## src/rtl/switch_arbiter_pkg.sv

```systemverilog
// Shared router definitions: arbiter state encoding and pointer wrap helper.
package switch_arbiter_pkg;

  typedef enum logic {
    ARB_IDLE   = 1'b0,
    ARB_LOCKED = 1'b1
  } arb_state_t;

  // Explicit compare so non-power-of-2 port counts wrap correctly.
  function automatic int wrap_inc(input int idx, input int n);
    return (idx == n - 1) ? 0 : idx + 1;
  endfunction

endpackage

```

## src/rtl/switch_arbiter_if.sv

```systemverilog
// Request/grant bundle between input ports and the output arbiter.
interface switch_arbiter_if import switch_arbiter_pkg::*; #(
  parameter int NUM_INPUTS = 4,
  parameter int NUM_BITS   = $clog2(NUM_INPUTS)
) ();

  // req[i] offers one flit from input i; a flit moves only on a cycle where the
  // arbiter sees req[i] and out_ready together, reported one cycle later as grant[i].
  logic [NUM_INPUTS-1:0] req;
  logic [NUM_INPUTS-1:0] tail;
  logic                  out_ready;
  logic [NUM_INPUTS-1:0] grant;
  logic                  grant_valid;
  logic [NUM_BITS-1:0]   grant_index;
  logic                  locked;
  arb_state_t            dbg_state;
  logic [NUM_BITS-1:0]   dbg_ptr;

  modport master (
    output req, tail, out_ready,
    input  grant, grant_valid, grant_index, locked, dbg_state, dbg_ptr
  );

  modport slave (
    input  req, tail, out_ready,
    output grant, grant_valid, grant_index, locked, dbg_state, dbg_ptr
  );

endinterface

```

## src/rtl/switch_arbiter_priority_encoder.sv

```systemverilog
// Lowest-index-first priority encoder with a found flag.
module priority_encoder #(
  parameter int N = 4,
  parameter int W = $clog2(N)
) (
  input  logic [N-1:0] i_req,
  output logic [W-1:0] o_idx,
  output logic         o_found
);

  always_comb begin
    o_idx   = '0;
    o_found = 1'b0;
    for (int i = N - 1; i >= 0; i--) begin
      if (i_req[i]) begin
        o_idx   = W'(i);
        o_found = 1'b1;
      end
    end
  end

endmodule

```

## src/rtl/switch_arbiter.sv

```systemverilog
// Round-robin output arbiter that holds the output for a whole packet once granted.
module switch_arbiter import switch_arbiter_pkg::*; #(
  parameter int NUM_INPUTS = 4,
  parameter int NUM_BITS   = $clog2(NUM_INPUTS)
) (
  input  logic             clk,
  input  logic             reset_n,
  switch_arbiter_if.slave  bus
);

  arb_state_t            r_state;
  logic [NUM_BITS-1:0]   r_ptr;
  logic [NUM_BITS-1:0]   r_owner;
  logic [NUM_INPUTS-1:0] r_grant;
  logic                  r_grant_valid;
  logic [NUM_BITS-1:0]   r_grant_index;
  logic                  r_locked;

  logic [NUM_INPUTS-1:0] w_mask;
  logic [NUM_INPUTS-1:0] w_masked_req;
  logic [NUM_BITS-1:0]   w_masked_idx;
  logic [NUM_BITS-1:0]   w_plain_idx;
  logic                  w_masked_found;
  logic                  w_any;
  logic [NUM_BITS-1:0]   w_win;

  function automatic logic [NUM_INPUTS-1:0] onehot(input logic [NUM_BITS-1:0] idx);
    onehot      = '0;
    onehot[idx] = 1'b1;
  endfunction

  function automatic logic [NUM_BITS-1:0] next_ptr(input logic [NUM_BITS-1:0] idx);
    return NUM_BITS'(wrap_inc(int'(idx), NUM_INPUTS));
  endfunction

  // Inputs at or above the pointer get first chance; the plain search covers the wrap.
  always_comb begin
    w_mask = '0;
    for (int i = 0; i < NUM_INPUTS; i++) begin
      w_mask[i] = (NUM_BITS'(i) >= r_ptr);
    end
  end

  assign w_masked_req = bus.req & w_mask;

  priority_encoder #(.N(NUM_INPUTS), .W(NUM_BITS)) u_pe_masked (
    .i_req   (w_masked_req),
    .o_idx   (w_masked_idx),
    .o_found (w_masked_found)
  );

  priority_encoder #(.N(NUM_INPUTS), .W(NUM_BITS)) u_pe_plain (
    .i_req   (bus.req),
    .o_idx   (w_plain_idx),
    .o_found (w_any)
  );

  assign w_win = w_masked_found ? w_masked_idx : w_plain_idx;

  always_ff @(posedge clk or negedge reset_n) begin
    if (!reset_n) begin
      r_state       <= ARB_IDLE;
      r_ptr         <= '0;
      r_owner       <= '0;
      r_grant       <= '0;
      r_grant_valid <= 1'b0;
      r_grant_index <= '0;
      r_locked      <= 1'b0;
    end else begin
      r_grant       <= '0;
      r_grant_valid <= 1'b0;
      case (r_state)
        ARB_IDLE: begin
          if (bus.out_ready && w_any) begin
            r_grant       <= onehot(w_win);
            r_grant_valid <= 1'b1;
            r_grant_index <= w_win;
            if (bus.tail[w_win]) begin
              r_ptr <= next_ptr(w_win);
            end else begin
              r_state  <= ARB_LOCKED;
              r_owner  <= w_win;
              r_locked <= 1'b1;
            end
          end
        end
        ARB_LOCKED: begin
          // Only the owner may move flits until its tail goes through.
          if (bus.out_ready && bus.req[r_owner]) begin
            r_grant       <= onehot(r_owner);
            r_grant_valid <= 1'b1;
            r_grant_index <= r_owner;
            if (bus.tail[r_owner]) begin
              r_state  <= ARB_IDLE;
              r_locked <= 1'b0;
              r_ptr    <= next_ptr(r_owner);
            end
          end
        end
        default: begin
          r_state  <= ARB_IDLE;
          r_locked <= 1'b0;
        end
      endcase
    end
  end

  assign bus.grant       = r_grant;
  assign bus.grant_valid = r_grant_valid;
  assign bus.grant_index = r_grant_index;
  assign bus.locked      = r_locked;
  assign bus.dbg_state   = r_state;
  assign bus.dbg_ptr     = r_ptr;

endmodule

```

## src/flat_wrapper.sv

```systemverilog
// flat-port wrapper written by rule: the top's interface ports become plain ports
module switch_arbiter_flat import switch_arbiter_pkg::*;
#(
  parameter int NUM_INPUTS = 4,
  parameter int NUM_BITS   = $clog2(NUM_INPUTS)
)
  (clk, reset_n, bus_req, bus_tail, bus_out_ready, bus_grant, bus_grant_valid, bus_grant_index, bus_locked, bus_dbg_state, bus_dbg_ptr);
  switch_arbiter_if #(.NUM_INPUTS(NUM_INPUTS), .NUM_BITS(NUM_BITS)) bus_i ();
  input  logic clk;
  input  logic reset_n;
  input wire logic [$bits(bus_i.req)-1:0] bus_req;
  input wire logic [$bits(bus_i.tail)-1:0] bus_tail;
  input wire logic [$bits(bus_i.out_ready)-1:0] bus_out_ready;
  output wire logic [$bits(bus_i.grant)-1:0] bus_grant;
  output wire logic [$bits(bus_i.grant_valid)-1:0] bus_grant_valid;
  output wire logic [$bits(bus_i.grant_index)-1:0] bus_grant_index;
  output wire logic [$bits(bus_i.locked)-1:0] bus_locked;
  output wire logic [$bits(bus_i.dbg_state)-1:0] bus_dbg_state;
  output wire logic [$bits(bus_i.dbg_ptr)-1:0] bus_dbg_ptr;
  assign bus_i.req = bus_req;
  assign bus_i.tail = bus_tail;
  assign bus_i.out_ready = bus_out_ready;
  assign bus_grant = bus_i.grant;
  assign bus_grant_valid = bus_i.grant_valid;
  assign bus_grant_index = bus_i.grant_index;
  assign bus_locked = bus_i.locked;
  assign bus_dbg_state = bus_i.dbg_state;
  assign bus_dbg_ptr = bus_i.dbg_ptr;
  switch_arbiter #(.NUM_INPUTS(NUM_INPUTS), .NUM_BITS(NUM_BITS)) u_core (.clk(clk), .reset_n(reset_n), .bus(bus_i));
endmodule
```

## config.mk

```make
export PLATFORM = sky130hd
export DESIGN_NAME = switch_arbiter_flat
export DESIGN_NICKNAME = d
export VERILOG_FILES = /design/src/rtl/switch_arbiter_pkg.sv /design/src/rtl/switch_arbiter_if.sv /design/src/rtl/switch_arbiter_priority_encoder.sv /design/src/rtl/switch_arbiter.sv /design/src/flat_wrapper.sv
export SDC_FILE = /design/constraint.sdc
export NUM_CORES = 1
export LEC_CHECK = 0
export CAP_MARGIN = 20
export CORE_MARGIN = 2
export CORE_UTILIZATION = 52
export DETAILED_ROUTE_END_ITERATION = 6
export PLACE_DENSITY = 0.79
export SYNTH_ARGS = -nofsm -noshare
export SYNTH_HDL_FRONTEND = slang
export SYNTH_SLANG_ARGS = --single-unit
```

## constraint.sdc

```tcl
create_clock -name clk -period 4.33 [get_ports clk]
set_input_delay 0.6495 -clock clk [delete_from_list [all_inputs] [get_ports clk]]
set_output_delay 0.6495 -clock clk [all_outputs]
set_load 0.02 [all_outputs]
```

== Yosys cells after proc, flatten, opt, wreduce, memory -nomap -nowiden ==
Index checks and enable logic that the tools add are counted.

* Multiplexer cells: 53
* Order comparisons: 8
* Equality and inequality tests: 7
* Reduce and logical (&&, ||, !) cells: 8
* $add $sub $neg: 2
* Bitwise logic cells: 3

{| class="wikitable"
|+ Operator list
! operator !! number
|-
| 2-to-1 mux 2 bit || 17
|-
| 2-to-1 mux 1 bit || 23
|-
| 2-to-1 mux 4 bit || 2
|-
| one-hot mux 2 bit (2 select lines) || 2
|-
| one-hot mux 4 bit (2 select lines) || 1
|-
| AND reduction 4 bit || 2
|-
| binary-select mux 1 bit (select 2 bit) || 3
|-
| less-than comparator 2 x 3 -> 1 bit (second input constant) || 2
|-
| != test 2 bit (second input constant) || 3
|-
| one-hot mux 1 bit (2 select lines) || 3
|-
| adder 2 x 1 -> 2 bit (second input constant) || 2
|-
| AND 4 bit || 1
|-
| demux 1 bit (select 2 bit) || 2
|-
| equality test 2 x 1 -> 1 bit (second input constant) || 2
|-
| greater-or-equal comparator 1 x 2 -> 1 bit (first input constant) || 2
|-
| greater-or-equal comparator 2 x 1 -> 1 bit (second input constant) || 2
|-
| greater-or-equal comparator 2 bit (first input constant) || 2
|-
| logical AND 1 bit || 4
|-
| != test 2 x 1 -> 1 bit (second input constant) || 2
|-
| AND reduction 3 bit || 1
|-
| NOT 1 bit || 2
|-
| AND reduction 2 bit || 1
|}

* Input port bits: 11
* Register bits: 13
* Output and inout bits: 11

== Depth between registers and ports, before layout ==
Gate-level depths: netlist (run 1).

* Depth in word-level cells: 13
* Mapped depth: 8

== Hierarchy ==
From an unflattened synthesis (run 1), not the netlist that was laid out.

* Cells, all modules: 101
* Area, all modules: 975.9 µm²

{| class="wikitable"
|+ By module, submodules not included
! module !! area each (µm²) !! cells an instance !! instances !! seq. area each (µm²)
|-
| switch_arbiter || 905.9 || 87 || 1 || 325.3
|-
| priority_encoder || 35.0 || 7 || 2 || 0.0
|}

== Least setup slack after synthesis (run 1) ==
Ideal clock, no wire load.

* Path type: input to register
* From: input port bus_req[0]
* To: register u_core.r_ptr[1] (netlist: u_core.bus.dbg_ptr[1])
* Slack: 2.144 ns
* Library setup time: 0.128 ns
* Cell stages on the path: 6
* Path buffers: 0
* Data arrival time: 2.059 ns
* Cell sequence: and2_4 -> and2_1 -> nor3_4 -> ha_1 -> mux2_2 -> mux2_1

* Word-level cells in the longest chain between the ends: 8
* Elaborated cells on any way between the ends: 22

{| class="wikitable"
|+ RTL lines
! what !! line !! source
|-
| start, declared || flat_wrapper.sv:11 || <nowiki>input wire logic [$bits(bus_i.req)-1:0] bus_req;</nowiki>
|-
| AND 4 bit || switch_arbiter.sv:44 || <nowiki>assign w_masked_req = bus.req & w_mask;</nowiki>
|-
| 2-to-1 mux 2 bit or 2-to-1 mux 1 bit (tied branches) || switch_arbiter_priority_encoder.sv:15 || <nowiki>if (i_req[i]) begin</nowiki>
|-
| 2-to-1 mux 2 bit (*) || switch_arbiter.sv:58 || <nowiki>assign w_win = w_masked_found ? w_masked_idx : w_plain_idx;</nowiki>
|-
| net u_core.w_win[0] || switch_arbiter.sv:25 || <nowiki>logic [NUM_BITS-1:0] w_win;</nowiki>
|-
| adder 2 x 1 -> 2 bit or equality test 2 x 1 -> 1 bit (tied branches) || switch_arbiter_pkg.sv:11 || <nowiki>return (idx == n - 1) ? 0 : idx + 1;</nowiki>
|-
| 2-to-1 mux 2 bit || switch_arbiter_pkg.sv:11 ||
|-
| 2-to-1 mux 2 bit || switch_arbiter.sv:78 || <nowiki>if (bus.tail[w_win]) begin</nowiki>
|-
| 2-to-1 mux 2 bit || switch_arbiter.sv:74 || <nowiki>if (bus.out_ready && w_any) begin</nowiki>
|-
| one-hot mux 2 bit (2 select lines) || switch_arbiter.sv:72 || <nowiki>case (r_state)</nowiki>
|-
| end signal, assigned || switch_arbiter.sv:79 || <nowiki>r_ptr <= next_ptr(w_win);</nowiki>
|-
| end signal, assigned || switch_arbiter.sv:96 || <nowiki>r_ptr <= next_ptr(r_owner);</nowiki>
|-
| end, declared || switch_arbiter.sv:12 || <nowiki>logic [NUM_BITS-1:0] r_ptr;</nowiki>
|}

Mark *: on every way through the listed nets, which the timed path passes. The rest lies on a longest branch. The select of a mux whose other input is x is not followed.
A chain may end at the register's enable or synchronous reset.

== Final worst setup path (run 1) ==
Ends and elaborated chain as after synthesis.

==> summary.md, run 1 <==
| Metric | Value |
|---|---|
| Max cap viols | `0` |
| # resized after CTS | `0` |
| Seq/Total Area, Yosys | `34.1%` |
| Crit-path leading delay family | `simple AND/OR/NAND/NOR gates` |
| Hold path depth | `1` |
| Worst-margin pin slew | `0.559 ns` |
| Cell chain of the critical path | `clkdlybuf4s50_1 > and2_4 > and2_1 > nor3_4 > ha_1 > mux2_2 > mux2_1` |
| EDFF count, synth | `0` |
| Hold Path End | `u_core.bus.locked$_DFFE_PN0P_` |
| Clk root buf | `clkbuf_4` |
| Count leader, synth | `dfrtp_1` |
| Die Area | `0.00219 mm2` |
| Routed wire length | `1910 um` |
| Power share of the clock group | `9.6%` |
| Max frequency | `387 MHz` |
| Hold Path Origin | `u_core.bus.locked$_DFFE_PN0P_` |
| Outcome | `completed` |
| Hold Path Class | `reg2reg` |
| Area share of the largest cell type after synthesis | `34.1%` |
| Dominant cells by area after synthesis | `dfrtp_1 (34%), ha_1 (10%), mux4_2 (4.7%)` |
| Switch share | `43.2%` |
| RSZ-0062 raised after global routing | `false` |
| CP Data Arrival Time | `2.75 ns` |
| Top cells by count, synth | `dfrtp_1 (13), nand2_1 (9), ha_1 (8)` |
| Worst Path Required | `4.49 ns` |
| Layout cell share with drive strength beyond 1 | `15.8%` |
| Area of the core | `0.00173 mm2` |
| Slowest library cell on the worst path | `clkdlybuf4s50_1` |
| DRC Markers | `0` |
| Total negative slack | `0 ns` |
| Area grow syn2layout | `24.5%` |
| Placed insts | `135` |
| DRT iter0 DRCs | `14` |
| Total Routing Usage GR | `20.8%` |
| Clk pin slew, worst setup/hold paths | `0.07 ns` |
| Largest net degree at the start of global routing | `14` |
| Top Ports | `22` |
| Num CTS Buffers | `3` |
| RD Place Congestion | `0.869` |
| Ys async rst share | `100%` |
| # H-tree levels | `1` |
| Critical path class | `in2reg` |
| Ant. Diodes | `0` |
| Hold Slack | `0.484 ns` |
| Die height | `46.8 um` |
| Fin. max-slew vios | `0` |
| Cts hold-fix bufs | `0` |
| Final ANT Viol Nets | `0` |
| Post-layout min period | `2.58 ns` |
| Syn Nets | `112` |
| Clk_skew | `0.00162 ns` |
| Clock Latency Late Sink | `0.27 ns` |
| Post-CTS Setup Bufs | `0` |
| CTS Sinks | `13` |
| Number of vias per cell | `5.47` |
| WP buf/inv | `1` |
| Synthesized area | `953 um2` |
| Dpl hpwl | `1540 um` |
| Die Width | `46.8 um` |
| Global-route wire length before repair | `3220 um` |
| Grt ovf | `0` |
| Reg-to-reg critical path endpoint | `u_core.bus.dbg_ptr[1]$_DFFE_PN0P_` |
| Critical path startpoint category | `input port` |
| Final period util | `59.7%` |
| DRT Pass-1 Iters | `4` |
| Leak | `0.514 nW` |
| Worst VDD drop | `0.352 mV` |
| Synth cell types | `41` |
| Vias in the first global route | `728` |
| Starting Density | `55.2%` |
| I/O Buffers | `21` |
| Number of cells on the worst reg-to-reg path | `6` |
| Routed WL per cell | `13.7 um` |
| Crit path max fanout | `9` |
| Overall power | `760 uW` |
| Pwr per Cell Area | `640 mW/mm2` |
| Logic gate share of total power | `59.3%` |
| Origin of the critical flop-to-flop path | `u_core.bus.dbg_ptr[1]$_DFFE_PN0P_` |
| Initial antenna violation count | `0` |
| Post-layout util | `68.8%` |
| FF-to-FF setup slack | `2.18 ns` |
| Seq pwr share | `31.1%` |
| Worst path max stage delay | `0.48 ns` |
| Final Non-Filler Cells | `139` |
| Row cnt | `15` |
| Final net count | `134` |
| CTS tree | `yes` |
| Clock Path Buffers | `2` |
| Post-synthesis average cell area | `10.3 um2` |
| Ys Warns | `0` |
| Net switching power | `328 uW` |
| Worst setup EP type | `register` |
| Final setup violation count | `0` |
| Yosys top cell by area | `dfrtp_1` |
| #FFs+latches synth | `13` |
| Detailed-route via count | `761` |
| Synth Instances | `93` |
| Pint | `432 uW` |
| Top FF cell, synth | `dfrtp_1` |
| Max-slew headroom | `62.6%` |
| Fin. Hold Viols | `0` |
[final cells by class]
type	instances	area, um2
inverters	6	22.5
well taps	25	31.3
fillers	145	539
clock buffers	4	26.3
multi-input cells	70	572
repair buffers	21	210
flip-flops and latches	13	325
[power groups by stage]
stage | registers [mW] | logic [mW] | clock network (mW)
CTS | 0.236 | 0.453 | 0.0736
detailed placement | 0.239 | 0.450 | 0
global route | 0.246 | 0.495 | 0.0810
floorplan | 0.272 | 0.274 | 0
finish | 0.236 | 0.451 | 0.0730
global placement | 0.237 | 0.442 | 0
[per-stage QoR]
step                worst slack [ns]  area (um2)
finish                          1.75        1190
global route                    1.64        1190
CTS                             1.76        1190
detailed placement              1.47        1160
global placement                1.52        1160
floorplan                       2.14         953
[sequential cells by signal, summed over array words and instances, names as in the netlist]
name and flops:
u_core.bus.dbg_ptr 2, u_core.bus.dbg_state 1, u_core.bus.grant 4, u_core.bus.grant_index 2, u_core.bus.grant_valid 1, u_core.bus.locked 1, u_core.r_owner 2
[cells by family after synthesis]
group,after synthesis,synth area share [%]
buffers and inverters,10,5.90
flip-flops,13,34.1
multiplexers,7,10.4
adder cells (fa/ha/maj),8,10.5
AO/OA/AOI/OAI,22,19.4
AND/OR/NAND/NOR,33,19.7
[layout by cell type (no fill, tap or decap), types with 2 or more instances in the layout]
| cell type | netlist | routed |
|---|---|---|
| dfrtp_1 | 13 | 13 |
| a21o_1 | 2 | 2 |
| mux4_2 | 2 | 2 |
| a22o_2 | 4 | 4 |
| mux2i_1 | 2 | 2 |
| nor2_1 | 4 | 4 |
| clkbuf_4 | 0 | 3 |
| nand2_1 | 9 | 9 |
| inv_1 | 4 | 4 |
| a21oi_1 | 2 | 2 |
| mux2_1 | 2 | 2 |
| a31oi_1 | 2 | 2 |
| clkdlybuf4s50_1 | 0 | 21 |
| nand3_1 | 7 | 7 |
| and2_1 | 3 | 3 |
| ha_1 | 8 | 8 |
| nand2b_1 | 3 | 3 |
[worst max-delay path by stage]
stage | cells after the start | endpoint | slack, ns | start
final | 7 | u_core.bus.dbg_ptr[1]$_DFFE_PN0P_ | 1.75 | bus_req[0]
after global routing | 7 | u_core.bus.dbg_ptr[1]$_DFFE_PN0P_ | 1.64 | bus_req[0]
after CTS | 7 | u_core.bus.dbg_ptr[1]$_DFFE_PN0P_ | 1.76 | bus_req[0]
after detailed placement | 7 | u_core.bus.dbg_ptr[1]$_DFFE_PN0P_ | 1.47 | bus_req[0]
after global placement | 7 | u_core.bus.dbg_ptr[1]$_DFFE_PN0P_ | 1.52 | bus_req[0]
after floorplan | 6 | u_core.bus.dbg_ptr[1]$_DFFE_PN0P_ | 2.14 | bus_req[0]
[routing by layer]
| metal | track usage, % | wire length, um | vias to the layer above |
|---|---|---|---|
| met5 | 0 | 0 | - |
| met4 | 3.33 | 23 | 0 |
| met3 | 6.15 | 88 | 6 |
| met2 | 35.6 | 906 | 23 |
| met1 | 26.5 | 889 | 355 |
| li1 | - | - | 377 |
(Power assumes the default switching activity.)
==> run 2, diff against run 1 <==
--- a/config.mk
+++ b/config.mk
@@ -7,9 +7,9 @@
 export LEC_CHECK = 0
 export CAP_MARGIN = 20
 export CORE_MARGIN = 2
-export CORE_UTILIZATION = 52
+export CORE_UTILIZATION = 49
 export DETAILED_ROUTE_END_ITERATION = 6
-export PLACE_DENSITY = 0.79
+export PLACE_DENSITY = 0.74
 export SYNTH_ARGS = -nofsm -noshare
 export SYNTH_HDL_FRONTEND = slang
 export SYNTH_SLANG_ARGS = --single-unit
==> constraint.sdc (replaced) <==
create_clock -name clk -period 2.6 [get_ports clk]
set_input_delay 0.39 -clock clk [delete_from_list [all_inputs] [get_ports clk]]
set_output_delay 0.39 -clock clk [all_outputs]
set_load 0.02 [all_outputs]
==> run 2 against run 1 <==
  * Total power up 70%
  * Setup slack worse by 1.3 ns
  * Largest cell class unchanged
  * Non-clock buffer count up 2
  * Cell count up 1.4%
  * First-iteration DRC count up 64%
  * Critical path type unchanged
  * Die area up 5.6%
  * Final area up 1.3%
  * Count of clock-buffer cells in the layout unchanged
  * Wire length up 5.4%
  * Critical endpoint is now u_core.r_owner[1]$_DFFE_PN0P_
==> summary.md, run 2 (synthesis results as in run 1) <==
| Metric | Value |
|---|---|
| Outcome | `completed` |
| Vias in the first global route | `720 (-1.1%)` |
| Origin of the critical flop-to-flop path | `u_core.r_owner[1]$_DFFE_PN0P_` |
| Number of cells on the worst reg-to-reg path | `5 (-1)` |
| RD Place Congestion | `0.854 (-1.7%)` |
| Initial antenna violation count | `0 (unchanged)` |
| Reg-to-reg critical path endpoint | `u_core.bus.dbg_ptr[0]$_DFFE_PN0P_` |
| Worst-margin pin slew | `0.604 ns (+0.0454 ns)` |
| Max-slew headroom | `59.6% (-3.0 points)` |
| Post-layout util | `67.4% (-1.3 points)` |
| FF-to-FF setup slack | `0.57 ns (-1.61 ns)` |
| Clk pin slew, worst setup/hold paths | `0.08 ns (about the same)` |
| CP Data Arrival Time | `2.38 ns (-0.37 ns)` |
| Clk_skew | `0.00881 ns (+0.00719 ns)` |
| DRC Markers | `0 (unchanged)` |
| Worst VDD drop | `0.619 mV (+76%)` |
| Top Ports | `22 (unchanged)` |
| Layout cell share with drive strength beyond 1 | `17.2% (+1.5 points)` |
| Fin. max-slew vios | `0 (unchanged)` |
| Grt ovf | `0 (unchanged)` |
| Largest net degree at the start of global routing | `14 (unchanged)` |
| Routed wire length | `2010 um (+5.4%)` |
| Cts hold-fix bufs | `0 (unchanged)` |
| Leak | `0.524 nW (+1.9%)` |
| RSZ-0062 raised after global routing | `false` |
| Final net count | `136 (+1.5%)` |
| DRT iter0 DRCs | `23 (+9)` |
| Dpl hpwl | `1560 um (+1.5%)` |
| Worst setup EP type | `register` |
| Final ANT Viol Nets | `0 (unchanged)` |
| Most common cell after layout, fill and taps aside | `clkdlybuf4s50_1` |
| Detailed-route via count | `788 (+3.5%)` |
| Filler Cell Count | `148 (+2.1%)` |
| Post-CTS Setup Bufs | `0 (unchanged)` |
| Worst path max stage delay | `0.48 ns (about the same)` |
| Starting Density | `53.5% (-1.7 points)` |
| Largest register FFs | `4 (unchanged)` |
| Placed insts | `137 (+1.5%)` |
| Global-route wire length before repair | `3240 um (+0.65%)` |
| Critical path startpoint category | `input port` |
| Crit path max fanout | `7 (-2)` |
| Die Area | `0.00231 mm2 (+5.6%)` |
| Worst Path Required | `2.82 ns (-1.67 ns)` |
| Area grow syn2layout | `26.1%` |
| Die Width | `48.1 um (+2.8%)` |
| Hold Slack | `0.475 ns (-0.00852 ns)` |
| Critical path class | `in2reg` |
| Final Non-Filler Cells | `141 (+1.4%)` |
| Fin. Hold Viols | `0 (unchanged)` |
| DRT Pass-1 Iters | `4 (unchanged)` |
| Hold Path Class | `in2async` |
| Clk root buf | `clkbuf_4` |
| Post-layout min period | `2.16 ns` |
| CTS Sinks | `13 (unchanged)` |
| Area of the core | `0.00178 mm2 (+3.3%)` |
| Pwr per Cell Area | `1070 mW/mm2 (+68%)` |
| Total negative slack | `0 ns (unchanged)` |
| Cell chain of the critical path | `clkdlybuf4s50_1 > and2_4 > and2_1 > nor3_4 > buf_4 > nand3_1 > a21oi_1 > mux2i_1` |
| Final period util | `83.2%` |
| Ant. Diodes | `0 (unchanged)` |
| Max cap viols | `0 (unchanged)` |
| # H-tree levels | `1 (unchanged)` |
| Die height | `48.1 um (+2.8%)` |
| Clock Latency Late Sink | `0.29 ns (+0.02 ns)` |
| I/O Buffers | `21 (unchanged)` |
| Total Routing Usage GR | `20.4% (-0.44 points)` |
| Final setup violation count | `0 (unchanged)` |
| Row cnt | `15 (unchanged)` |
| Placed Instance Area | `0.00118 mm2 (+1.3%)` |
| Max frequency | `462 MHz` |
| Number of vias per cell | `5.59 (+2.1%)` |
| Routed WL per cell | `14.3 um (+3.9%)` |
| Clock Path Buffers | `2 (unchanged)` |
| CTS tree | `yes` |
| Slowest library cell on the worst path | `clkdlybuf4s50_1` |
| Design Area, Final | `0.00120 mm2 (+1.3%)` |
| Num CTS Buffers | `3 (unchanged)` |
| Commonest cells after routing, fill and taps aside | `clkdlybuf4s50_1 (21), dfrtp_1 (13), nand2_1 (9)` |
| # resized after CTS | `0 (unchanged)` |
[run 2: changes by cell type in the layout (fill, tap and decap cells not counted)]
cell   delta
buf_4     +2
[run 2: power breakdown]
part | switching (mW) | internal (mW)
Combinational | 0.382 | 0.382
Clock | 0.0700 | 0.0597
Sequential | 0.108 | 0.290
[run 2: final cells by class]
class / instances / area (um2) / share of cell area, %
Tap cell: 25 / 31.3 / 2.60
Clock buffer: 4 / 26.3 / 2.19
Multi-Input combinational cell: 70 / 572 / 47.6
Inverter: 6 / 22.5 / 1.87
Sequential cell: 13 / 325 / 27.1
Timing Repair Buffer: 23 / 225 / 18.7
[run 2: how the worst max path moves through the flow]
stage | to | slack [ns] | from | cells after the start
2_1_floorplan | u_core.bus.dbg_ptr[1]$_DFFE_PN0P_ | 0.54 | u_core.bus.dbg_ptr[1]$_DFFE_PN0P_ | 6
3_3_place_gp | u_core.r_owner[1]$_DFFE_PN0P_ | 0.17 | bus_req[0] | 8
3_5_place_dp | u_core.r_owner[1]$_DFFE_PN0P_ | 0.15 | bus_req[0] | 8
4_1_cts | u_core.r_owner[1]$_DFFE_PN0P_ | 0.42 | bus_req[0] | 8
5_1_grt | u_core.r_owner[1]$_DFFE_PN0P_ | 0.33 | bus_req[0] | 8
6_report | u_core.r_owner[1]$_DFFE_PN0P_ | 0.44 | bus_req[0] | 8
[run 2: worst max-delay path: cells and delay by family]
| family | cells | cell delay [ns] |
|---|---|---|
| multiplexers | 1 | 0.24 |
| AND/OR/NAND/NOR | 4 | 0.70 |
| AO/OA/AOI/OAI | 1 | 0.37 |
| buffers and inverters | 2 | 0.68 |
[run 2: stage by stage]
stage / setup WS, ns / total power, mW
after detailed placement: 0.147 / 1.17
after global routing: 0.334 / 1.39
after floorplan: 0.544 / 0.908
after CTS: 0.420 / 1.30
after global placement: 0.173 / 1.15
final: 0.437 / 1.29
[run 2: routing by layer]
layer	track usage [%]	part of all wire, %
met2	31.2	46
met1	28.1	48
met4	6.49	0.95
met3	5.56	5.5
met5	0	0
==> run 3, diff against run 2 <==
--- a/config.mk
+++ b/config.mk
@@ -7,9 +7,9 @@
 export LEC_CHECK = 0
 export CAP_MARGIN = 20
 export CORE_MARGIN = 2
-export CORE_UTILIZATION = 49
+export CORE_UTILIZATION = 44
 export DETAILED_ROUTE_END_ITERATION = 6
-export PLACE_DENSITY = 0.74
+export PLACE_DENSITY = 0.7
 export SYNTH_ARGS = -nofsm -noshare
 export SYNTH_HDL_FRONTEND = slang
 export SYNTH_SLANG_ARGS = --single-unit
==> constraint.sdc (replaced) <==
create_clock -name clk -period 1.85 [get_ports clk]
set_input_delay 0.2775 -clock clk [delete_from_list [all_inputs] [get_ports clk]]
set_output_delay 0.2775 -clock clk [all_outputs]
set_load 0.02 [all_outputs]
==> run 3 against run 2 <==
  * The run now ends with negative setup slack left
  * Critical path depth shrank 2
  * Via count rose by 15%
  * Clock power grew 38%
  * Largest cell class unchanged
==> summary.md, run 3 (synthesis results as in run 1) <==
| Metric | Value |
|---|---|
| Routed WL per cell | `15.4 um (+8.2%)` |
| Crit path max fanout | `5 (-2)` |
| Clock Latency Late Sink | `0.28 ns (about the same)` |
| Global-route wire length before repair | `4030 um (+24%)` |
| Max frequency | `498 MHz` |
| RSZ-0062 raised after global routing | `true` |
| Max cap viols | `0 (unchanged)` |
| Clock Path Buffers | `2 (unchanged)` |
| Num CTS Buffers | `3 (unchanged)` |
| Dpl hpwl | `1880 um (+20%)` |
| Pwr per Cell Area | `1510 mW/mm2 (+40%)` |
| Die height | `50.6 um (+5.1%)` |
| Failing checks | `negative setup slack` |
| FF-to-FF setup slack | `-0.16 ns (-0.73 ns)` |
| Placed insts | `159 (+16%)` |
| Number of cells on the worst reg-to-reg path | `6 (+1)` |
| Worst setup EP type | `register` |
| DRC Markers | `0 (unchanged)` |
| Total negative slack | `-0.340 ns (-0.340 ns)` |
| Top Ports | `22 (unchanged)` |
| Final Non-Filler Cells | `166 (+18%)` |
| Most common cell after layout, fill and taps aside | `buf_4` |
| Commonest cells after routing, fill and taps aside | `buf_4 (22), clkdlybuf4s50_1 (16), dfrtp_1 (12)` |
| Final setup violation count | `3 (+3)` |
| Outcome | `finished, violations left` |
| Max-slew headroom | `60.2% (+0.54 points)` |
| Vias in the first global route | `929 (+29%)` |
| Ant. Diodes | `0 (unchanged)` |
| Final period util | `109%` |
| Leak | `0.691 nW (+32%)` |
| CTS tree | `yes` |
| Worst-margin pin slew | `0.596 ns (-0.00812 ns)` |
| Worst setup path endpoint | `u_core.bus.dbg_ptr[1]$_DFFE_PN0P_` |
| Cts hold-fix bufs | `0 (unchanged)` |
| Worst VDD drop | `0.947 mV (+53%)` |
| DRT Pass-1 Iters | `4 (unchanged)` |
| Critical path startpoint category | `register` |
| Final net count | `159 (+17%)` |
| Die Width | `50.6 um (+5.1%)` |
| Starting Density | `47.6% (-5.8 points)` |
| Start point of the critical path | `u_core.bus.dbg_ptr[1]$_DFFE_PN0P_` |
| Initial antenna violation count | `0 (unchanged)` |
| Origin of the critical flop-to-flop path | `u_core.bus.dbg_ptr[1]$_DFFE_PN0P_` |
| Area grow syn2layout | `53.3%` |
| Fin. Hold Viols | `0 (unchanged)` |
| Hold Path Class | `in2async` |
| I/O Buffers | `21 (unchanged)` |
| Layout cell share with drive strength beyond 1 | `39.6% (+22 points)` |
| Reg-to-reg critical path endpoint | `u_core.bus.dbg_ptr[1]$_DFFE_PN0P_` |
| Grt ovf | `0 (unchanged)` |
| Final ANT Viol Nets | `0 (unchanged)` |
| Largest net degree at the start of global routing | `14 (unchanged)` |
| Clk root buf | `clkbuf_4` |
| Clk_skew | `0.00234 ns (-0.00647 ns)` |
| Detailed-route via count | `904 (+15%)` |
| Post-layout min period | `2.01 ns` |
| CP Data Arrival Time | `2.18 ns (-0.20 ns)` |
| Total Routing Usage GR | `21.7% (+1.3 points)` |
| Routed wire length | `2560 um (+27%)` |
| Clk pin slew, worst setup/hold paths | `0.08 ns (about the same)` |
| Row cnt | `16 (+1)` |
| Critical path class | `reg2reg` |
| Design Area, Final | `0.00146 mm2 (+22%)` |
| Placed Instance Area | `0.00134 mm2 (+14%)` |
| Worst Path Required | `2.02 ns (-0.80 ns)` |
| DRT iter0 DRCs | `9 (-61%)` |
| Die Area | `0.00256 mm2 (+10%)` |
| # H-tree levels | `1 (unchanged)` |
| Post-layout util | `73.0% (+5.6 points)` |
| Area of the core | `0.00200 mm2 (+12%)` |
| RD Place Congestion | `0.842 (-1.5%)` |
| CTS Sinks | `13 (unchanged)` |
| Setup WS post-layout | `-0.159 ns (-0.596 ns)` |
| Number of vias per cell | `5.45 (-2.6%)` |
| Largest register FFs | `4 (unchanged)` |
| Fin. max-slew vios | `0 (unchanged)` |
| Dpl ws | `-0.498 ns (-0.645 ns)` |
==> run 3: timing repair <==
item,in CTS,in global routing
buffers inserted,0,3
pin swaps,5,10
gates resized for setup,9,12
endpoints found under the setup margin,6,9
==> run 3: where the power goes <==
group	internal (mW)	total, mW	switching (mW)
clock network	0.0838	0.180	0.0966
logic	0.791	1.51	0.723
registers	0.411	0.506	0.0953
total	1.29	2.20	0.915
==> run 3: metrics by stage <==
stage	hold slack (ns)	power [mW]
after floorplan	-0.0181	1.31
after global placement	0.461	1.85
after detailed placement	0.501	1.88
after CTS	0.377	2.10
after global routing	0.421	2.36
final	0.367	2.20
==> run 3: worst min-delay path by stage <==
stage / endpoint / slack [ns] / cells after the start
floorplan: u_core.bus.dbg_ptr[0]$_DFFE_PN0P_ / -0.02 / 0
global placement: u_core.bus.locked$_DFFE_PN0P_ / 0.46 / 1
detailed placement: u_core.bus.locked$_DFFE_PN0P_ / 0.50 / 1
CTS: u_core.bus.locked$_DFFE_PN0P_ / 0.38 / 1
global route: u_core.bus.grant_index[1]$_DFFE_PN0P_ / 0.42 / 1
finish: u_core.r_owner[0]$_DFFE_PN0P_ / 0.37 / 1
==> run 3: routing by layer <==
metal | wire, um | global-route usage [%] | vias to the layer above
li1 | - | - | 426
met4 | 110 | 15.8 | 0
met5 | 0 | 0 | -
met2 | 1380 | 38.4 | 30
met1 | 984 | 23.3 | 435
met3 | 82 | 3.27 | 13
==> run 3: area by class of cell <==
type                       instances  area [um2]
fill                             145         541
timing repair buffer              46         410
tap                               27        33.8
inverter                           6        25.0
sequential                        13         327
multi-input combinational         70         639
clock buffer                       4        26.3
==> run 3: worst max-delay path, cell delays in order, from the launching register on <==
cell and delay [ns]:
dfrtp_2 0.44, and2_4 0.18, o211ai_1 0.22, nand3_1 0.14, a2111o_1 0.42, o211a_1 0.18
mux2_4 0.31
